==> config.mk <==
export PLATFORM = sky130hd
export DESIGN_NAME = inference_sequencer_flat
export DESIGN_NICKNAME = d
export VERILOG_FILES = /design/src/rtl/inference_sequencer_pkg.sv /design/src/rtl/inference_sequencer_if.sv /design/src/rtl/inference_sequencer_fifo.sv /design/src/rtl/inference_sequencer.sv /design/src/flat_wrapper.sv
export SDC_FILE = /design/constraint.sdc
export NUM_CORES = 1
export LEC_CHECK = 0
export ABC_AREA = 0
export ABC_CLOCK_PERIOD_IN_PS = 9900
export CAP_MARGIN = 5
export CORE_UTILIZATION = 53
export CTS_BUF_LIST = sky130_fd_sc_hd__clkbuf_4
export DETAILED_ROUTE_END_ITERATION = 12
export GPL_TIMING_DRIVEN = 0
export PLACE_DENSITY = 0.86
export RECOVER_POWER = 25
export SLEW_MARGIN = 30
export SYNTH_ARGS = -nofsm -noshare
export SYNTH_HDL_FRONTEND = slang
export SYNTH_SLANG_ARGS = --single-unit
==> constraint.sdc <==
create_clock -name CLK -period 9.9 [get_ports CLK]
set_input_delay 2.97 -clock CLK [delete_from_list [all_inputs] [get_ports CLK]]
set_output_delay 2.97 -clock CLK [all_outputs]
set_load 0.005 [all_outputs]
==> src/rtl/inference_sequencer_pkg.sv <==
// Shared definitions for the inference sequencer and CORE_TOP.
//   - Default network geometry (input grid size, output-layer size, value width)
//   - Sequencer FSM state encoding
//   - Widths of the class index and completed-run counter
package cortez_seq_pkg;

  localparam int DEF_INPUT_SIZE = 16;
  localparam int DEF_OL_NEURONS = 5;
  localparam int DEF_FP_WIDTH   = 8;
  localparam int DEF_FIFO_DEPTH = 2;
  localparam int DEF_TMO_WIDTH  = 16;

  // RESULT_CLASS is 3 bits wide, so OL_NEURONS must lie in 2..8.
  localparam int CLASS_W = 3;
  localparam int DONE_W  = 16;

  typedef enum logic [2:0] {
    ST_IDLE   = 3'd0,
    ST_LAUNCH = 3'd1,
    ST_WAIT   = 3'd2,
    ST_SCAN   = 3'd3,
    ST_HOLD   = 3'd4
  } seq_state_t;

endpackage

==> src/rtl/inference_sequencer_if.sv <==
// Bus bundle between the inference sequencer and its neighbours.
//   Grid push channel : GRID_IN, GRID_VALID -> / <- GRID_READY
//   Network channel   : NET_VALUES_IN, NET_VALID_IN -> / <- NET_VALUES_OUT, NET_VALID_OUT
//   Result channel    : RESULT_VALUES, RESULT_CLASS, RESULT_TIMEOUT, RESULT_VALID -> / <- RESULT_READY
// modport slave  : the sequencer's view
// modport master : the surrounding logic's view (regfile, NETWORK, result consumer)
interface inference_sequencer_if
  import cortez_seq_pkg::*;
#(
  parameter int INPUT_SIZE = DEF_INPUT_SIZE,
  parameter int OL_NEURONS = DEF_OL_NEURONS,
  parameter int FP_WIDTH   = DEF_FP_WIDTH
);

  logic [INPUT_SIZE*FP_WIDTH-1:0] GRID_IN;
  logic                           GRID_VALID;
  logic                           GRID_READY;

  logic [INPUT_SIZE*FP_WIDTH-1:0] NET_VALUES_IN;
  logic                           NET_VALID_IN;
  logic [OL_NEURONS*FP_WIDTH-1:0] NET_VALUES_OUT;
  logic                           NET_VALID_OUT;

  logic [OL_NEURONS*FP_WIDTH-1:0] RESULT_VALUES;
  logic [CLASS_W-1:0]             RESULT_CLASS;
  logic                           RESULT_TIMEOUT;
  logic                           RESULT_VALID;
  logic                           RESULT_READY;

  modport slave (
    input  GRID_IN, GRID_VALID, NET_VALUES_OUT, NET_VALID_OUT, RESULT_READY,
    output GRID_READY, NET_VALUES_IN, NET_VALID_IN,
           RESULT_VALUES, RESULT_CLASS, RESULT_TIMEOUT, RESULT_VALID
  );

  modport master (
    output GRID_IN, GRID_VALID, NET_VALUES_OUT, NET_VALID_OUT, RESULT_READY,
    input  GRID_READY, NET_VALUES_IN, NET_VALID_IN,
           RESULT_VALUES, RESULT_CLASS, RESULT_TIMEOUT, RESULT_VALID
  );

endinterface

==> src/rtl/inference_sequencer_fifo.sv <==
// seq_grid_fifo: synchronous FIFO holding whole input grids.
//   CLK, rstn  : clock, synchronous active-low reset (empties the FIFO)
//   push_valid : write request; accepted when push_ready is high
//   push_ready : not full (registered)
//   wr_data    : grid to store, kept verbatim
//   pop        : read request; ignored when empty
//   rd_data    : head entry (valid while empty is low)
//   empty      : no entries (registered)
// DEPTH must be a power of two so the pointers wrap naturally.
module seq_grid_fifo #(
  parameter int WIDTH = 128,
  parameter int DEPTH = 2
) (
  input  logic             CLK,
  input  logic             rstn,
  input  logic             push_valid,
  output logic             push_ready,
  input  logic [WIDTH-1:0] wr_data,
  input  logic             pop,
  output logic [WIDTH-1:0] rd_data,
  output logic             empty
);

  localparam int PTR_W = (DEPTH > 1) ? $clog2(DEPTH) : 1;
  localparam logic [PTR_W:0] DEPTH_C = (PTR_W + 1)'(DEPTH);

  logic [WIDTH-1:0] mem [DEPTH];
  logic [PTR_W-1:0] wr_ptr;
  logic [PTR_W-1:0] rd_ptr;
  logic [PTR_W:0]   count;
  logic [PTR_W:0]   count_nxt;
  logic             full_q;
  logic             empty_q;
  logic             do_push;
  logic             do_pop;

  assign do_push = push_valid && !full_q;
  assign do_pop  = pop && !empty_q;

  // A simultaneous push and pop leaves the occupancy unchanged.
  always_comb begin
    count_nxt = count;
    case ({do_push, do_pop})
      2'b10:   count_nxt = count + 1'b1;
      2'b01:   count_nxt = count - 1'b1;
      default: count_nxt = count;
    endcase
  end

  always_ff @(posedge CLK) begin
    if (!rstn) begin
      wr_ptr  <= '0;
      rd_ptr  <= '0;
      count   <= '0;
      full_q  <= 1'b0;
      empty_q <= 1'b1;
    end else begin
      if (do_push) wr_ptr <= wr_ptr + 1'b1;
      if (do_pop)  rd_ptr <= rd_ptr + 1'b1;
      count   <= count_nxt;
      full_q  <= (count_nxt == DEPTH_C);
      empty_q <= (count_nxt == '0);
    end
  end

  // Storage is not reset; the pointers alone define which entries are live.
  always_ff @(posedge CLK) begin
    if (do_push) mem[wr_ptr] <= wr_data;
  end

  assign rd_data    = mem[rd_ptr];
  assign push_ready = !full_q;
  assign empty      = empty_q;

endmodule

==> src/rtl/inference_sequencer.sv <==
// inference_sequencer: queues input grids, launches one NETWORK evaluation at a
// time, waits (with optional timeout) for the result, finds the winning class
// with a sequential signed argmax and offers the result over valid/ready.
//   CLK, rstn      : clock, synchronous active-low reset
//   ENABLE         : permits new launches (a run in progress always completes)
//   TIMEOUT_CYCLES : max cycles spent waiting for NET_VALID_OUT, 0 = wait forever
//   bus (slave)    : grid push, network and result channels
//   BUSY           : FSM not idle
//   DONE_COUNT     : completed runs including timeouts, wraps at 16 bits
module inference_sequencer
  import cortez_seq_pkg::*;
#(
  parameter int INPUT_SIZE = DEF_INPUT_SIZE,
  parameter int OL_NEURONS = DEF_OL_NEURONS,
  parameter int FP_WIDTH   = DEF_FP_WIDTH,
  parameter int FIFO_DEPTH = DEF_FIFO_DEPTH,
  parameter int TMO_WIDTH  = DEF_TMO_WIDTH
) (
  input  logic                 CLK,
  input  logic                 rstn,
  input  logic                 ENABLE,
  input  logic [TMO_WIDTH-1:0] TIMEOUT_CYCLES,
  inference_sequencer_if.slave bus,
  output logic                 BUSY,
  output logic [DONE_W-1:0]    DONE_COUNT
);

  localparam int GRID_W = INPUT_SIZE * FP_WIDTH;
  localparam int OL_W   = OL_NEURONS * FP_WIDTH;
  localparam logic [CLASS_W-1:0] LAST_IDX = CLASS_W'(OL_NEURONS - 1);

  // Picks output element idx out of the packed vector as a signed value.
  function automatic logic signed [FP_WIDTH-1:0] elem_sel(
    input logic [OL_W-1:0]    vec,
    input logic [CLASS_W-1:0] idx
  );
    logic signed [FP_WIDTH-1:0] e;
    e = '0;
    for (int k = 0; k < OL_NEURONS; k++) begin
      if (idx == CLASS_W'(k)) e = vec[k*FP_WIDTH +: FP_WIDTH];
    end
    return e;
  endfunction

  seq_state_t                 state;
  logic [GRID_W-1:0]          net_values_q;
  logic                       net_valid_q;
  logic [OL_W-1:0]            res_values_q;
  logic [CLASS_W-1:0]         res_class_q;
  logic                       res_timeout_q;
  logic                       res_valid_q;
  logic [DONE_W-1:0]          done_q;
  logic [TMO_WIDTH-1:0]       tmo_cnt;
  logic [CLASS_W-1:0]         scan_idx;
  logic [CLASS_W-1:0]         best_idx;
  logic signed [FP_WIDTH-1:0] best_val;
  logic signed [FP_WIDTH-1:0] cur_val;
  logic                       cur_wins;
  logic                       tmo_expired;

  logic              fifo_ready;
  logic              fifo_empty;
  logic              fifo_pop;
  logic [GRID_W-1:0] fifo_head;

  // The head is consumed in the same cycle it is latched into NET_VALUES_IN.
  assign fifo_pop = (state == ST_IDLE) && ENABLE && !fifo_empty;

  seq_grid_fifo #(
    .WIDTH (GRID_W),
    .DEPTH (FIFO_DEPTH)
  ) u_fifo (
    .CLK        (CLK),
    .rstn       (rstn),
    .push_valid (bus.GRID_VALID),
    .push_ready (fifo_ready),
    .wr_data    (bus.GRID_IN),
    .pop        (fifo_pop),
    .rd_data    (fifo_head),
    .empty      (fifo_empty)
  );

  // Argmax scans the captured copy, so NET_VALUES_OUT may change after the strobe.
  assign cur_val  = elem_sel(res_values_q, scan_idx);
  assign cur_wins = (cur_val > best_val);  // strict: ties keep the lower index

  assign tmo_expired = (TIMEOUT_CYCLES != '0) && (tmo_cnt == TIMEOUT_CYCLES - 1'b1);

  always_ff @(posedge CLK) begin
    if (!rstn) begin
      state         <= ST_IDLE;
      net_values_q  <= '0;
      net_valid_q   <= 1'b0;
      res_values_q  <= '0;
      res_class_q   <= '0;
      res_timeout_q <= 1'b0;
      res_valid_q   <= 1'b0;
      done_q        <= '0;
      tmo_cnt       <= '0;
      scan_idx      <= '0;
      best_idx      <= '0;
      best_val      <= '0;
    end else begin
      net_valid_q <= 1'b0;
      case (state)
        ST_IDLE: begin
          if (fifo_pop) begin
            net_values_q <= fifo_head;
            net_valid_q  <= 1'b1;  // high for exactly the LAUNCH cycle
            state        <= ST_LAUNCH;
          end
        end
        ST_LAUNCH: begin
          tmo_cnt <= '0;
          state   <= ST_WAIT;
        end
        ST_WAIT: begin
          // A result arriving on the timeout cycle takes priority.
          if (bus.NET_VALID_OUT) begin
            res_values_q <= bus.NET_VALUES_OUT;
            best_idx     <= '0;
            best_val     <= bus.NET_VALUES_OUT[FP_WIDTH-1:0];
            scan_idx     <= CLASS_W'(1);
            state        <= ST_SCAN;
          end else if (tmo_expired) begin
            res_values_q  <= '0;
            res_class_q   <= '0;
            res_timeout_q <= 1'b1;
            res_valid_q   <= 1'b1;
            state         <= ST_HOLD;
          end else begin
            tmo_cnt <= tmo_cnt + 1'b1;
          end
        end
        ST_SCAN: begin
          if (cur_wins) begin
            best_val <= cur_val;
            best_idx <= scan_idx;
          end
          if (scan_idx == LAST_IDX) begin
            // Fold in the final element directly rather than spending a cycle.
            res_class_q   <= cur_wins ? scan_idx : best_idx;
            res_timeout_q <= 1'b0;
            res_valid_q   <= 1'b1;
            state         <= ST_HOLD;
          end else begin
            scan_idx <= scan_idx + 1'b1;
          end
        end
        ST_HOLD: begin
          if (bus.RESULT_READY) begin
            res_valid_q <= 1'b0;
            done_q      <= done_q + 1'b1;
            state       <= ST_IDLE;
          end
        end
        default: state <= ST_IDLE;
      endcase
    end
  end

  assign bus.GRID_READY     = fifo_ready;
  assign bus.NET_VALUES_IN  = net_values_q;
  assign bus.NET_VALID_IN   = net_valid_q;
  assign bus.RESULT_VALUES  = res_values_q;
  assign bus.RESULT_CLASS   = res_class_q;
  assign bus.RESULT_TIMEOUT = res_timeout_q;
  assign bus.RESULT_VALID   = res_valid_q;
  assign BUSY               = (state != ST_IDLE);
  assign DONE_COUNT         = done_q;

endmodule

==> src/flat_wrapper.sv <==
// flat-port wrapper written by rule: the top's interface ports become plain ports
module inference_sequencer_flat import cortez_seq_pkg::*;
#(
  parameter int INPUT_SIZE = DEF_INPUT_SIZE,
  parameter int OL_NEURONS = DEF_OL_NEURONS,
  parameter int FP_WIDTH   = DEF_FP_WIDTH,
  parameter int FIFO_DEPTH = DEF_FIFO_DEPTH,
  parameter int TMO_WIDTH  = DEF_TMO_WIDTH
)
  (CLK, rstn, ENABLE, TIMEOUT_CYCLES, BUSY, DONE_COUNT, bus_GRID_IN, bus_GRID_VALID, bus_NET_VALUES_OUT, bus_NET_VALID_OUT, bus_RESULT_READY, bus_GRID_READY, bus_NET_VALUES_IN, bus_NET_VALID_IN, bus_RESULT_VALUES, bus_RESULT_CLASS, bus_RESULT_TIMEOUT, bus_RESULT_VALID);
  inference_sequencer_if #(.INPUT_SIZE(INPUT_SIZE), .OL_NEURONS(OL_NEURONS), .FP_WIDTH(FP_WIDTH)) bus_i ();
  input  logic CLK;
  input  logic rstn;
  input  logic ENABLE;
  input  logic [TMO_WIDTH-1:0] TIMEOUT_CYCLES;
  output logic BUSY;
  output logic [DONE_W-1:0] DONE_COUNT;
  input wire logic [$bits(bus_i.GRID_IN)-1:0] bus_GRID_IN;
  input wire logic [$bits(bus_i.GRID_VALID)-1:0] bus_GRID_VALID;
  input wire logic [$bits(bus_i.NET_VALUES_OUT)-1:0] bus_NET_VALUES_OUT;
  input wire logic [$bits(bus_i.NET_VALID_OUT)-1:0] bus_NET_VALID_OUT;
  input wire logic [$bits(bus_i.RESULT_READY)-1:0] bus_RESULT_READY;
  output wire logic [$bits(bus_i.GRID_READY)-1:0] bus_GRID_READY;
  output wire logic [$bits(bus_i.NET_VALUES_IN)-1:0] bus_NET_VALUES_IN;
  output wire logic [$bits(bus_i.NET_VALID_IN)-1:0] bus_NET_VALID_IN;
  output wire logic [$bits(bus_i.RESULT_VALUES)-1:0] bus_RESULT_VALUES;
  output wire logic [$bits(bus_i.RESULT_CLASS)-1:0] bus_RESULT_CLASS;
  output wire logic [$bits(bus_i.RESULT_TIMEOUT)-1:0] bus_RESULT_TIMEOUT;
  output wire logic [$bits(bus_i.RESULT_VALID)-1:0] bus_RESULT_VALID;
  assign bus_i.GRID_IN = bus_GRID_IN;
  assign bus_i.GRID_VALID = bus_GRID_VALID;
  assign bus_i.NET_VALUES_OUT = bus_NET_VALUES_OUT;
  assign bus_i.NET_VALID_OUT = bus_NET_VALID_OUT;
  assign bus_i.RESULT_READY = bus_RESULT_READY;
  assign bus_GRID_READY = bus_i.GRID_READY;
  assign bus_NET_VALUES_IN = bus_i.NET_VALUES_IN;
  assign bus_NET_VALID_IN = bus_i.NET_VALID_IN;
  assign bus_RESULT_VALUES = bus_i.RESULT_VALUES;
  assign bus_RESULT_CLASS = bus_i.RESULT_CLASS;
  assign bus_RESULT_TIMEOUT = bus_i.RESULT_TIMEOUT;
  assign bus_RESULT_VALID = bus_i.RESULT_VALID;
  inference_sequencer #(.INPUT_SIZE(INPUT_SIZE), .OL_NEURONS(OL_NEURONS), .FP_WIDTH(FP_WIDTH), .FIFO_DEPTH(FIFO_DEPTH), .TMO_WIDTH(TMO_WIDTH)) u_core (.CLK(CLK), .rstn(rstn), .ENABLE(ENABLE), .TIMEOUT_CYCLES(TIMEOUT_CYCLES), .bus(bus_i), .BUSY(BUSY), .DONE_COUNT(DONE_COUNT));
endmodule
==> results.md, run 1 <==
- Outcome: finished, final reports clean
- Final period util: 0.579
- Number of standard-cell rows in the floorplan: 67
- Synthesized net count: 1626
- Source of the critical timing path: TIMEOUT_CYCLES[2]
- Maximum number of pins on one net before global-route repair: 44
- Post-synthesis register bit count: 485
- Pwr per Cell Area: 239 nW/um^2
- Proportion of synthesized chip area in sequential cells: 0.667
- Total of cells resized after clock tree synthesis: 0
- DR vias: 14100
- Area of the die: 35400 um^2
- Most common cell after layout, fill and taps aside: clkdlybuf4s50_1
- Final setup violation count: 0
- Wire per inst: 21.4 um
- Final wirelength: 53300 um
- Overall overflow remaining after global route: 0
- Source of the worst hold timing path: u_core.best_idx[2]
- CTS tree: built
- Worst skew pair latency: 840 ps
- Total number of yosys warnings: 0
- Die outline height: 188 um
- First-pass GRT wire length: 80900 um
- Kind of start point of the critical path: input pin
- Max-cap violations: 0
- Number of nets still failing antenna checks after routing: 0
- Clock slew at the register clock pins of the worst setup and hold paths: 70 ps
- First-pass iteration count of the detailed router: 5
- Critical path endpoint category: register
- Number of instances in the synthesized netlist: 1419
- Layout cells sized above 1: 0.113
- Vias in the first global route: 14700
- Number of DRC violations after detailed routing: 0
- Transition at the pin with the smallest max-transition slack: 892 ps
- Portion of synthesized cell area occupied by the leading cell type: 0.418
- Worst relative slew slack: 0.405
- Final Slew Violations: 0
- Minimum period implied by the final worst setup slack: 5740 ps
- Total number of clock tree sinks: 485
- Slowest cell delay on critical path: 570 ps
- Drt via density: 5.67
- Cell chain of the critical path: clkdlybuf4s50_1 -> or3_1 -> clkbuf_1 -> nor4_2 -> mux2_2 -> o211a_1 -> nor4_4 -> o21ai_1 -> and2_1 -> buf_6 -> buf_6 -> a22o_1
- Antenna violations before repair: 22
- Initial Utilization: 0.543
- Global-route total usage across every layer: 0.298
- Port-buffer cells: 380
- H-tree lvl count: 3
- Number of nets at the end of the flow: 2134
- Largest area contributor in the synthesized netlist: edfxtp_1
- Worst IR drop on VDD: 0.000175 V
- Dpl hpwl: 35500 um
- Largest delay contributor family on the critical path: simple AND/OR/NAND/NOR gates
- Overall power of the completed layout: 5.90 mW
- Avg Synthesized Cell Area: 13.0 um^2
- Number of buffers added by the clock tree synthesis step: 116
- Routability congestion estimate: 0.909
- Worst clock skew on the final layout: 85.6 ps
- Post-route core utilization: 0.729
- Number of buffers and inverters on the critical path: 4
- Unrepaired setup endpoints after global routing: false
- Summed instance area of the synthesized netlist: 18400 um^2
- Number of hold buffers added after CTS: 0
- Endpoint arrival time on the critical path: 6390 ps
- Post CTS Setup Buffer Count: 0
- Final Hold Violating Endpoints: 0
- Highest clock frequency the design can meet: 0.174 GHz
- Type of the worst setup path: input pin to register
- Core area: 33900 um^2
- Die width: 188 um
- Launch instance of the worst register-to-register path: u_core.scan_idx[0]
- Detailed router's first-iteration violation count: 1061
- Slowest-stage cell, CP: nor4_4
- Cells taking the most area after synthesis: edfxtp_1 (42%), dfxtp_1 (25%), mux2i_1 (7.5%), a211oi_1 (5.6%), nor2_1 (3.9%)
- Count of flip-flops with a built-in enable after synthesis: 256
- Library cell used as clock root buffer: clkbuf_4
- Dominant synthesized flop cell: edfxtp_1
- Unique cell type count in the Yosys netlist: 65
- Worst path required time: 10550 ps
- Async set-reset flop share out of synthesis: 0
- HP Class: register to register
- Boundary pin count: 382
- Syn-to-layout area delta: 34.2%
- Highest fanout seen on the critical path: 10
- Standby leakage power: 8.50 nW
- Most frequent cell on the critical path: buf_6
- Leading cell types in the layout, fill and taps excluded: clkdlybuf4s50_1 (260), edfxtp_1 (256), dfxtp_1 (229), nor2_1 (189), clkbuf_4 (180)
- Number of buffers on the longest clock path: 3
## kinds of logic after synthesis
| logic type | count (synthesis) | synth area share |
|---|---|---|
| XOR/XNOR | 37 | 0.0176 |
| AND/OR/NAND/NOR | 347 | 0.0888 |
| buffers and inverters | 110 | 0.0245 |
| multiplexers | 138 | 0.0752 |
| flip-flops | 485 | 0.667 |
| AO/OA/AOI/OAI | 285 | 0.115 |
| adder cells (fa/ha/maj) | 17 | 0.0116 |
## worst paths after layout
check                           endpoint  slack (ps)  cells past startpoint
min                   u_core.best_idx[2]         480                      2
max          u_core.bus.RESULT_VALUES[1]        4160                     12
min reg2reg           u_core.best_idx[2]         480                      2
max reg2reg           u_core.best_idx[0]        5350                     17
## sequential cells by signal (all words and copies together), names as in the netlist, 3 cells and up
name,count
u_core.best_idx,3
u_core.state,3
u_core.best_val,8
u_core.bus.NET_VALUES_IN,128
u_core.tmo_cnt,16
u_core.bus.RESULT_CLASS,3
u_core.u_fifo.mem,256
u_core.scan_idx,3
u_core.bus.RESULT_VALUES,40
u_core.DONE_COUNT,16
## synthesized netlist by cell type, drive strengths merged, types with 10 or more instances
cell    number
nand2       41
edfxtp     256
nand3       20
nor2       190
o21ai       12
xnor2       18
mux2i      137
inv         16
ha          17
nor3        11
dfxtp      229
a22o        41
nor2b       14
a211oi     136
clkbuf      85
or3         10
a21oi       37
xor2        19
## through the flow
stage / hold WS (ps) / area, um^2 / cells / setup slack (ps) / setup TNS (ps)
6_report: 480 / 24700 / 2493 / 4160 / 0
5_1_grt: 508 / 24700 / 2485 / 4010 / 0
4_1_cts: 477 / 24600 / 2476 / 4240 / 0
3_5_place_dp: 470 / 23000 / 2257 / 3400 / 0
3_3_place_gp: 457 / 22800 / 2247 / -2480 / -316420
2_1_floorplan: 419 / 18400 / 1419 / 903 / 0
## power by group
part           switching [mW]  internal (mW)  total, mW
combinational           0.816          0.697       1.51
clock                   0.826          0.910       1.74
sequential              0.167           2.48       2.65
## routing by layer
metal  vias to the layer above  wire [um]  global-route usage
met5                         -        110                   0
met4                        18       2140               0.145
met3                       170       5460               0.101
met2                       756      26200               0.511
met1                      6753      19300               0.329
li1                       6438          -                   -
## worst reg2reg max path: stages, from the launching register on
cell and delay [ps]:
dfxtp_1 360, inv_1 140, ha_1 260, nor3b_2 520
a22oi_1 140, a211oi_1 400, a21oi_1 100, a21oi_1 260
ha_1 290, nor2b_1 140, o21a_1 150, o21ai_0 150
a21oi_1 90, o221a_2 290, o21bai_1 480, clkbuf_1 440
nand3_1 140, a21oi_1 170
## area by class of cell
class,count,area [um^2]
antenna,17,42.5
buffer,93,387
clock buffer,180,1350
clock inverter,39,244
fill,2211,9190
inverter,17,63.8
multi-input combinational,824,5690
sequential,485,12300
tap,448,561
timing repair buffer,390,4060
(Power assumes the default switching activity.)
==> run 2: changes to the inputs <==
ABC_CLOCK_PERIOD_IN_PS = 5100   (was 9900)
CORE_UTILIZATION = 48   (was 53)
PLACE_DENSITY = 0.83   (was 0.86)
clock period = 5.1 ns   (was 9.9 ns; I/O delays follow)
==> results.md, run 2 (synthesized netlist as in run 1, its figures left out) <==
- Syn-to-layout area delta: 34.1%
- Die outline height: 198 um
- Slowest-stage cell, CP: o21bai_1
- Routability congestion estimate: 0.927
- Detailed router's first-iteration violation count: 756
- Final Hold Violating Endpoints: 0
- Initial Utilization: 0.488
- Non-Filler Cell Area, Final: 24700 um^2
- First-pass GRT wire length: 75900 um
- Cell area after placement: 23100 um^2
- Total of cells resized after clock tree synthesis: 0
- Port-buffer cells: 380
- Overall power of the completed layout: 11.2 mW
- Max-cap violations: 0
- Worst clock skew on the final layout: 77.2 ps
- Layout cells sized above 1: 0.110
- Dpl hpwl: 35000 um
- Total number of clock tree sinks: 485
- Area of the die: 39100 um^2
- Drt via density: 5.40
- Highest clock frequency the design can meet: 0.221 GHz
- Number of buffers and inverters on the critical path: 4
- Clock slew at the register clock pins of the worst setup and hold paths: 60 ps
- Kind of start point of the critical path: register
- Fill cell instance count of the final layout: 2711
- Wire per inst: 19.6 um
- Die width: 198 um
- Leading cell types in the layout, fill and taps excluded: clkdlybuf4s50_1 (262), edfxtp_1 (256), dfxtp_1 (229), nor2_1 (189), clkbuf_4 (179)
- Critical path endpoint category: register
- Final Slew Violations: 0
- Number of flip-flops under the largest register name: 256
- Global-route total usage across every layer: 0.253
- Internal power component: 7.81 mW
- Transition at the pin with the smallest max-transition slack: 877 ps
- Power share of the combinational group: 0.257
- Pwr per Cell Area: 455 nW/um^2
- Largest delay contributor family on the critical path: compound AO/OA/AOI/OAI gates
- Number of buffers on the longest clock path: 3
- Library cell used as clock root buffer: clkbuf_4
- Most frequent cell on the critical path: a21oi_1
- Number of buffers added by the clock tree synthesis step: 118
- Outcome: finished, final reports clean
- Clk network pwr share: 0.286
- Worst IR drop on VDD: 0.000329 V
- Boundary pin count: 382
- HP Class: register to register
- Type of the worst setup path: register to register
- Number of nets still failing antenna checks after routing: 0
- CTS tree: built
- Worst relative slew slack: 0.415
- Source of the critical timing path: u_core.scan_idx[0]
- Final setup violation count: 0
- Cell chain of the critical path: inv_1 -> ha_1 -> nand2b_1 -> clkbuf_1 -> clkbuf_1 -> a211oi_1 -> a21oi_1 -> a21oi_1 -> ha_1 -> nor2b_1 -> o21a_1 -> o21ai_0 -> a21oi_1 -> o221a_2 -> o21bai_1 -> clkbuf_1 -> nand3_1 -> a21oi_1
- Number of nets at the end of the flow: 2136
- Number of hold buffers added after CTS: 0
- Number of standard-cell rows in the floorplan: 71
- First-pass iteration count of the detailed router: 7
- Unrepaired setup endpoints after global routing: false
- Switching power share of the total: 0.304
- Launch instance of the worst register-to-register path: u_core.scan_idx[0]
- Post-route core utilization: 0.655
- Endpoint arrival time on the critical path: 5290 ps
- Maximum number of pins on one net before global-route repair: 47
- Sequential group share of total power: 0.456
- Post-Route Hold Slack: 485 ps
- Vias in the first global route: 14200
- DR vias: 13800
- Core area: 37700 um^2
- Overall overflow remaining after global route: 0
- Total Negative Setup Slacks: 0 ps
- Minimum period implied by the final worst setup slack: 4520 ps
- Reg with most FFs: u_core.u_fifo.mem
- Antenna violations before repair: 24
- Worst skew pair latency: 880 ps
- Standby leakage power: 8.45 nW
- Post CTS Setup Buffer Count: 0
- Final wirelength: 50000 um
- Final period util: 0.886
- H-tree lvl count: 3
- Worst path required time: 5880 ps
- Highest fanout seen on the critical path: 10
- Most common cell after layout, fill and taps aside: clkdlybuf4s50_1
- Sw Pwr: 3.40 mW
- Number of DRC violations after detailed routing: 0
- Slowest cell delay on critical path: 470 ps
- Source of the worst hold timing path: u_core.bus.RESULT_CLASS[0]
run 2: changes by cell type in the layout (fill, tap and decap cells not counted), sizes merged:
cell / delta
clkinv: -2
bufinv: -2
clkbuf: -1
inv: -1
diode: +2
clkdlybuf4s50: +2
dlygate4sd3: -2
run 2: path summary, 6_finish.rpt:
path	to	slack [ps]	cells past startpoint
worst max-delay path	u_core.best_idx[1]	580	18
worst min-delay path	u_core.bus.RESULT_CLASS[0]	490	2
worst max register to register	u_core.best_idx[1]	580	18
worst min register to register	u_core.bus.RESULT_CLASS[0]	490	2
run 2: power by group through the flow:
| stage | clock, mW | sequential [mW] | combinational, mW |
|---|---|---|---|
| 2_1_floorplan | 0 | 5.17 | 1.47 |
| 3_3_place_gp | 0 | 5.21 | 2.67 |
| 3_5_place_dp | 0 | 5.19 | 2.88 |
| 4_1_cts | 3.29 | 5.11 | 2.91 |
| 5_1_grt | 3.49 | 5.17 | 3.12 |
| 6_report | 3.21 | 5.12 | 2.88 |
run 2: per-stage QoR:
step	setup WS, ps	cells
finish	583	2552
detailed placement	60.3	2320
global placement	-2300	2310
CTS	310	2533
global route	236	2544
floorplan	70.2	1419
run 2: final cells by class:
class	instances	area [um^2]	share of cell area
multi-input cells	824	5690	0.231
repair buffers	390	4040	0.164
clock buffers	179	1340	0.0545
clock inverters	34	184	0.00746
well taps	511	639	0.0259
plain buffers	93	387	0.0157
inverters	17	63.8	0.00259
flip-flops and latches	485	12300	0.498
diodes	19	47.5	0.00193
run 2: per-layer routing:
layer  part of all wire  up-vias  global-route usage
li1                   -     6437                   -
met1               0.36     6582               0.267
met2               0.50      611               0.434
met3               0.10      133               0.105
met4              0.032       24               0.125
met5             0.0029        -                   0
run 2: worst reg2reg max path: stages (launching register included):
cell,delay (ps)
dfxtp_1,410
inv_1,110
ha_1,210
nand2b_1,70
clkbuf_1,310
clkbuf_1,410
a211oi_1,170
a21oi_1,220
a21oi_1,130
ha_1,330
nor2b_1,140
o21a_1,170
o21ai_0,150
a21oi_1,90
o221a_2,300
o21bai_1,470
clkbuf_1,440
nand3_1,160
a21oi_1,170
